File: src/rtl/counter_pwm_compare.sv
// PWM compare stage fed by the 8-bit loadable counter: double-buffered duty, wrap-synchronous update.
// Optional complementary output with dead-time insertion when PWM_DEADTIME_EN is defined.
module counter_pwm_compare #(
    parameter int WIDTH  = 8,
    parameter int DEAD_W = 4
) (
    input  logic              clk,
    input  logic              reset,
    input  logic [WIDTH-1:0]  count_in,
    input  logic              count_valid,
    input  logic [WIDTH-1:0]  duty_in,
    input  logic              duty_valid,
    output logic              duty_ready,
    output logic              pwm_out,
    output logic              pwm_n_out,
    input  logic [DEAD_W-1:0] dead_time,
    output logic              match_pulse,
    output logic              wrap_pulse,
    output logic [7:0]        period_cnt
);

    logic [WIDTH-1:0] shadow_q, shadow_d;
    logic [WIDTH-1:0] active_q, active_d;
    logic [WIDTH-1:0] prev_count_q, prev_count_d;
    logic             have_prev_q, have_prev_d;
    logic             pending_q, pending_d;
    logic             pwm_raw_q, pwm_raw_d;
    logic             match_q, match_d;
    logic             wrap_q, wrap_d;
    logic [7:0]       period_q, period_d;

    logic             wrap;
    logic             promote;
    logic             accept;
    logic [WIDTH-1:0] eff_duty;

    always_comb begin
        // Any backwards step is a wrap, including a load to a lower value.
        wrap     = count_valid && have_prev_q && (count_in < prev_count_q);
        promote  = wrap && pending_q;
        accept   = duty_valid && !pending_q;
        eff_duty = promote ? shadow_q : active_q;

        shadow_d     = shadow_q;
        active_d     = active_q;
        prev_count_d = prev_count_q;
        have_prev_d  = have_prev_q;
        pending_d    = pending_q;
        pwm_raw_d    = pwm_raw_q;
        match_d      = 1'b0;
        wrap_d       = 1'b0;
        period_d     = period_q;

        if (count_valid) begin
            prev_count_d = count_in;
            have_prev_d  = 1'b1;
            pwm_raw_d    = (count_in < eff_duty);
            match_d      = (count_in == eff_duty);
            wrap_d       = wrap;
            if (wrap) begin
                period_d = period_q + 8'd1;
            end
        end

        // Promotion needs pending=1 and accept needs pending=0, so they never collide;
        // a value accepted on a wrap cycle waits for the next wrap.
        if (promote) begin
            active_d  = shadow_q;
            pending_d = 1'b0;
        end else if (accept) begin
            shadow_d  = duty_in;
            pending_d = 1'b1;
        end
    end

    always_ff @(posedge clk or posedge reset) begin
        if (reset) begin
            shadow_q     <= '0;
            active_q     <= '0;
            prev_count_q <= '0;
            have_prev_q  <= 1'b0;
            pending_q    <= 1'b0;
            pwm_raw_q    <= 1'b0;
            match_q      <= 1'b0;
            wrap_q       <= 1'b0;
            period_q     <= 8'd0;
        end else begin
            shadow_q     <= shadow_d;
            active_q     <= active_d;
            prev_count_q <= prev_count_d;
            have_prev_q  <= have_prev_d;
            pending_q    <= pending_d;
            pwm_raw_q    <= pwm_raw_d;
            match_q      <= match_d;
            wrap_q       <= wrap_d;
            period_q     <= period_d;
        end
    end

    assign duty_ready  = !pending_q;
    assign match_pulse = match_q;
    assign wrap_pulse  = wrap_q;
    assign period_cnt  = period_q;

`ifdef PWM_DEADTIME_EN
    localparam logic [DEAD_W-1:0] DEAD_ONE = 1;

    logic [DEAD_W-1:0] dead_q, dead_d;
    logic              pwm_q, pwm_d;
    logic              pwm_n_q, pwm_n_d;
    logic              raw_edge;
    logic              gate_open;

    always_comb begin
        raw_edge = (pwm_raw_d != pwm_raw_q);
        dead_d   = dead_q;
        if (raw_edge) begin
            dead_d = dead_time;
        end else if (dead_q != '0) begin
            dead_d = dead_q - DEAD_ONE;
        end
        // Both outputs stay low until the first sample and while the gap counter runs.
        gate_open = have_prev_d && (dead_d == '0);
        pwm_d     = gate_open && pwm_raw_d;
        pwm_n_d   = gate_open && !pwm_raw_d;
    end

    always_ff @(posedge clk or posedge reset) begin
        if (reset) begin
            dead_q  <= '0;
            pwm_q   <= 1'b0;
            pwm_n_q <= 1'b0;
        end else begin
            dead_q  <= dead_d;
            pwm_q   <= pwm_d;
            pwm_n_q <= pwm_n_d;
        end
    end

    assign pwm_out   = pwm_q;
    assign pwm_n_out = pwm_n_q;
`else
    logic unused_dead_time;
    assign unused_dead_time = ^dead_time;
    assign pwm_out          = pwm_raw_q;
    assign pwm_n_out        = 1'b0;
`endif

endmodule

File: config.mk
export PLATFORM = sky130hd
export DESIGN_NAME = counter_pwm_compare
export DESIGN_NICKNAME = d
export VERILOG_FILES = /design/src/rtl/counter_pwm_compare.sv
export SDC_FILE = /design/constraint.sdc
export NUM_CORES = 1
export LEC_CHECK = 0
export ABC_AREA = 1
export CAP_MARGIN = 20
export CORE_MARGIN = 3
export CORE_UTILIZATION = 40
export DETAILED_ROUTE_END_ITERATION = 8
export GPL_TIMING_DRIVEN = 1
export PLACE_DENSITY_LB_ADDON = 0.08
export SYNTH_ARGS = -nofsm -noshare
export SYNTH_HDL_FRONTEND = slang
export SYNTH_SLANG_ARGS = --single-unit
File: constraint.sdc
create_clock -name clk -period 2.5 [get_ports clk]
set_clock_uncertainty 0.2 [all_clocks]
set_input_delay 0.5 -clock clk [delete_from_list [all_inputs] [get_ports clk]]
set_output_delay 0.5 -clock clk [all_outputs]
set_load 0.02 [all_outputs]
## After elaboration in Yosys (flattened, before gate mapping)

Index checks and enable logic that the tools add are counted.

- Register bits after elaboration: 37
- Bits in latches: 0
- Bits in writable memories: 0
- ROM bits: 0
- Input bits: 24
- Output and inout bits: 13
- Word-level logic and storage cells: 27
- Memories kept: 0

- Add/sub/neg operators: 1
- $mul: 0
- Divide/modulo/power cells: 0
- Order comparisons: 2
- Eq/ne operators: 1
- Shift-type cells: 0
- Muxes and demuxes: 5
- Bitwise gates (word level): 1
- Reductions and logical operators: 8

Operators by type and width:

| operator | count |
|---|---|
| < comparator 8 bit | 2 |
| adder 8 x 1 -> 8 bit (second input constant) | 1 |
| == test 8 bit | 1 |
| two-way mux 8 bit | 1 |
| logical AND 1 bit | 4 |
| two-way mux 1 bit | 4 |
| AND reduction 2 bit | 2 |
| nonzero test 2 bit | 1 |
| zero test 1 bit | 1 |
| NOT 1 bit | 1 |

## Logic depth before layout (Yosys ltp)

- Word-level depth: 6
- Gate-level depth with buffers: 18
- Gate-level depth less buffers: 17

## Worst setup path after synthesis

Ideal clock, no wire load.

- Path kind: in2reg
- Start: input count_in[7]
- End: register pwm_raw_q, in the netlist pwm_out
- Library setup time: 118 ps
- Arrival: 2259 ps
- Required time: 2182 ps
- Setup slack: -76 ps
- Cell stages on the path: 14
- Buffers on the path: 1
- Cells stage by stage: ha_1 > a21oi_1 > nand3_4 > nor2_8 > nand3_4 > buf_6 > nand2_1 > nand2_1 > ha_1 > a21oi_1 > o21ai_0 > nand2_1 > nand3_1 > nand2_1

- Cells in the longest elaborated chain, start to end: 5

Ends and longest elaborated chain:

| what | RTL line | source |
|---|---|---|
| start, declared | 9 | `input logic [WIDTH-1:0] count_in,` |
| < comparator 8 bit | 39 | `wrap = count_valid && have_prev_q && (count_in < prev_count_q);` |
| logical AND 1 bit | 39 |  |
| logical AND 1 bit | 40 | `promote = wrap && pending_q;` |
| two-way mux 8 bit | -- |  |
| < comparator 8 bit * | 57 | `pwm_raw_d = (count_in < eff_duty);` |
| end signal, assigned | 93 | `pwm_raw_q <= pwm_raw_d;` |
| end, declared | 27 | `logic pwm_raw_q, pwm_raw_d;` |

Every way passes the cells marked *; elsewhere a longest branch is shown, timed or not.
A chain may end at the register's enable or synchronous reset.

## Final worst setup path

- Start: input count_in[2]
- End: register pwm_raw_q, in the netlist pwm_out

Same word-level chain as after synthesis.

==> results.yml <==
drt:
  ant_nets: 0
  num_vias: 1693
  wl_mm: 4.16
  first_pass_iters: 4
  drc_errors: 0
  drtIter0Drc: 76
  viasPerCell: 4.44
  post_drt_wl_per_cell_um: 10.9
sta:
  period_share_pct: 95.8
  finalSetupViolCount: 0
  hold_violations: 0
  min_period_ns: 2.40
  report.final.slew_viol_count: 0
  whs_ns: 0.268
  setup_slack_ns: 0.104
  max_freq_mhz: 417
cells_and_area:
  syn2layout_area_growth_pct: 41.5
  multi_input_area_um2: 1140
  fillers: 449
  antenna_cells: 0
  layout_common_cells: "nand2_1 (63), dfrtp_1 (37), inv_1 (31), buf_4 (28), clkdlybuf4s50_1 (23)"
  fin_nets: 353
  instances_no_fill: 381
  ff_latch_area_um2: 926
  drive_gt1_share_pct: 28.7
  mostFrequentLayoutCell: "nand2_1"
worst_setup_path:
  crit_path_cell_trace: "dlygate4sd2_1, ha_1, nand2_1, inv_1, nand2_1, nand2_2, nand2_4, buf_4, nand3_4, nand2_2, nand2_2, ha_4, a21oi_2, o21a_1, nand3_1, nand2_1"
  cp.arrival_ns: 2.37
  required_ns: 2.47
  crit_path_top_delay_cell: "ha_1"
  cpLargestDelayFamily: "simple AND/OR/NAND/NOR gates"
  critPathKind: "input port to flip-flop"
  worst-path-buf-inv: 3
  cp_slowest_stage_delay_ns: 0.30
  worst-path-stages: 16
  worstPathMaxFanout: 4
  reg2reg_depth: 15
  endpoint_kind: "flip-flop"
  cp-start-kind: "input port"
logic_synthesis:
  yosys_warnings: 0
  synthTopCellsByArea: "dfrtp_1 (44%), nand2_1 (15%), ha_1 (9.6%)"
  syn_area_um2: 2080
  synth-seq-cells: 37
  synthCells: 253
  synth_xor_area_share_pct: 2.52
  yosys.area_share.simple_pct: 26.5
  seq_area_frac_synth_pct: 44.4
  yosysUniqueCellTypes: 26
  yosys.area.top_type_share_pct: 44.4
  synthAdderAreaFrac_pct: 9.60
  synth_compound_area_share_pct: 6.48
  yosysTopAreaCell: "dfrtp_1"
  syn_nets: 293
  synthMuxAreaShare_pct: 0.540
  syn_avg_cell_area_um2: 8.24
  synth_top_family_by_area: "simple AND/OR/NAND/NOR gates"
global_routing:
  grt.overflow.total: 0
  grt_first_pass_wirelength_mm: 7.13
  grtUsageTotal_pct: 14.7
  grt_pass1_vias: 1526
  antenna_found_initial: 0
  grt_max_degree: 38
worst_hold_path:
  hold_path_class: "flip-flop to flip-flop"
  whs_path_depth: 2
clock_network:
  cts_max_path_buffers: 2
  cts.sinks: 37
  numCtsBuffers: 5
  clkLatencyLatePin_ns: 0.28
  hold_buffers: 0
  cts_root_buf: "clkbuf_8"
  ctsHtreeMaxLevel: 2
  cts_tree: "yes"
  path_clk_slew_ns: 0.06
power:
  power_density_nw_per_um2: 859
  leakagePower_nw: 1.48
  ir_drop_mv: 0.392
  total_power_mw: 2.53
place:
  place.gp.congestion: 0.728
  io_buffers: 31
  dp_cells: 367
  dp_hpwl_mm: 3.06
  place_ws_ns: -0.509
die:
  die_h_um: 78.2
  die-area_um2: 6110
  coreArea_um2: 4880
  num_rows: 25
  start_util_pct: 42.7
  io_pins: 37
  die_w_um: 78.2
run_status:
  status: "finished, final reports clean"
job:
  drv_cap: 0
-- worst register-to-register path: stages (launching register included) --
cell	delay (ns)
dfrtp_1	0.37
inv_2	0.06
ha_1	0.22
nand2_2	0.08
inv_2	0.05
nand2_2	0.06
nand3_4	0.09
nor2_8	0.17
nand3_4	0.13
nand2_1	0.10
nand2_1	0.07
ha_1	0.29
nand2_2	0.06
o21a_1	0.17
nand3_1	0.07
nand2_1	0.05
-- power by group --
part / switching, mW / internal [mW]
clock: 0.201 / 0.325
combinational: 0.570 / 0.515
sequential: 0.140 / 0.784
-- registers in the layout (all words and copies together), names as in the netlist --
| signal | count |
|---|---|
| shadow_q | 8 |
| prev_count_q | 8 |
| active_q | 8 |
| have_prev_q | 1 |
| pwm_out | 1 |
| match_pulse | 1 |
| period_cnt | 8 |
| wrap_pulse | 1 |
| pending_q | 1 |
-- cell families after synthesis --
logic type,count (synthesis)
compound gates,25
xor+xnor,6
fa+ha+maj,16
buf+inv,47
flops,37
mux,1
other cells,1
simple gates,120
-- repair_timing --
item	in CTS	in global routing
buffers inserted	1	4
endpoints found under the setup margin	2	2
gates resized for setup	11	39
gates cloned	2	0
pin swaps	12	28
-- metrics by stage --
step	setup TNS (ns)	cell area, um^2	utilization [%]
global placement	-2.28	2640	54.1
finish	0	2950	60.4
global route	-0.00727	2950	60.4
detailed placement	-2.42	2640	54.1
floorplan	0	2100	-
CTS	0	2780	57.0
-- synth_stat cells, drive strengths merged --
cell and number:
nor3 1, xor2 2, or2 1, nand2 82
nand4 16, mux2 1, a21oi 13, ha 16
nand3 6, buf 7, xnor2 4, conb 1
nor2 13, clkbuf 2, nor4 1, o21ai 11
dfrtp 37, o21a 1, inv 38
-- final timing paths --
kind                                        startpoint                      end  slack [ns]
setup / recovery                           count_in[2]      pwm_out$_DFFE_PP0P_        0.10
hold / removal                 have_prev_q$_DFFE_PP0P_  have_prev_q$_DFFE_PP0P_        0.27
setup reg to reg           prev_count_q[6]$_DFFE_PP0P_      pwm_out$_DFFE_PP0P_        0.15
hold reg to reg                have_prev_q$_DFFE_PP0P_  have_prev_q$_DFFE_PP0P_        0.27
max in group asynchronous                        reset    active_q[5]$_DFF_PP0_        1.36
min in group asynchronous                        reset     wrap_pulse$_DFF_PP0_        0.42
-- final cells by class --
cell class,instances,area share (%)
sequential,37,31.4
inverter,38,4.84
clock buffer,7,2.93
multi-input combinational,170,38.6
clock inverter,1,1.02
timing repair buffer,61,18.4
tap,67,2.84
-- metal layers --
metal | wire [um] | up-vias | GRT usage, %
met5 | 0 | - | 0
met4 | 53 | 0 | 5.24
met3 | 167 | 5 | 4.01
met2 | 1900 | 31 | 22.9
met1 | 2040 | 734 | 19.8
li1 | - | 923 | -
Power figures use the tool's default switching activity.
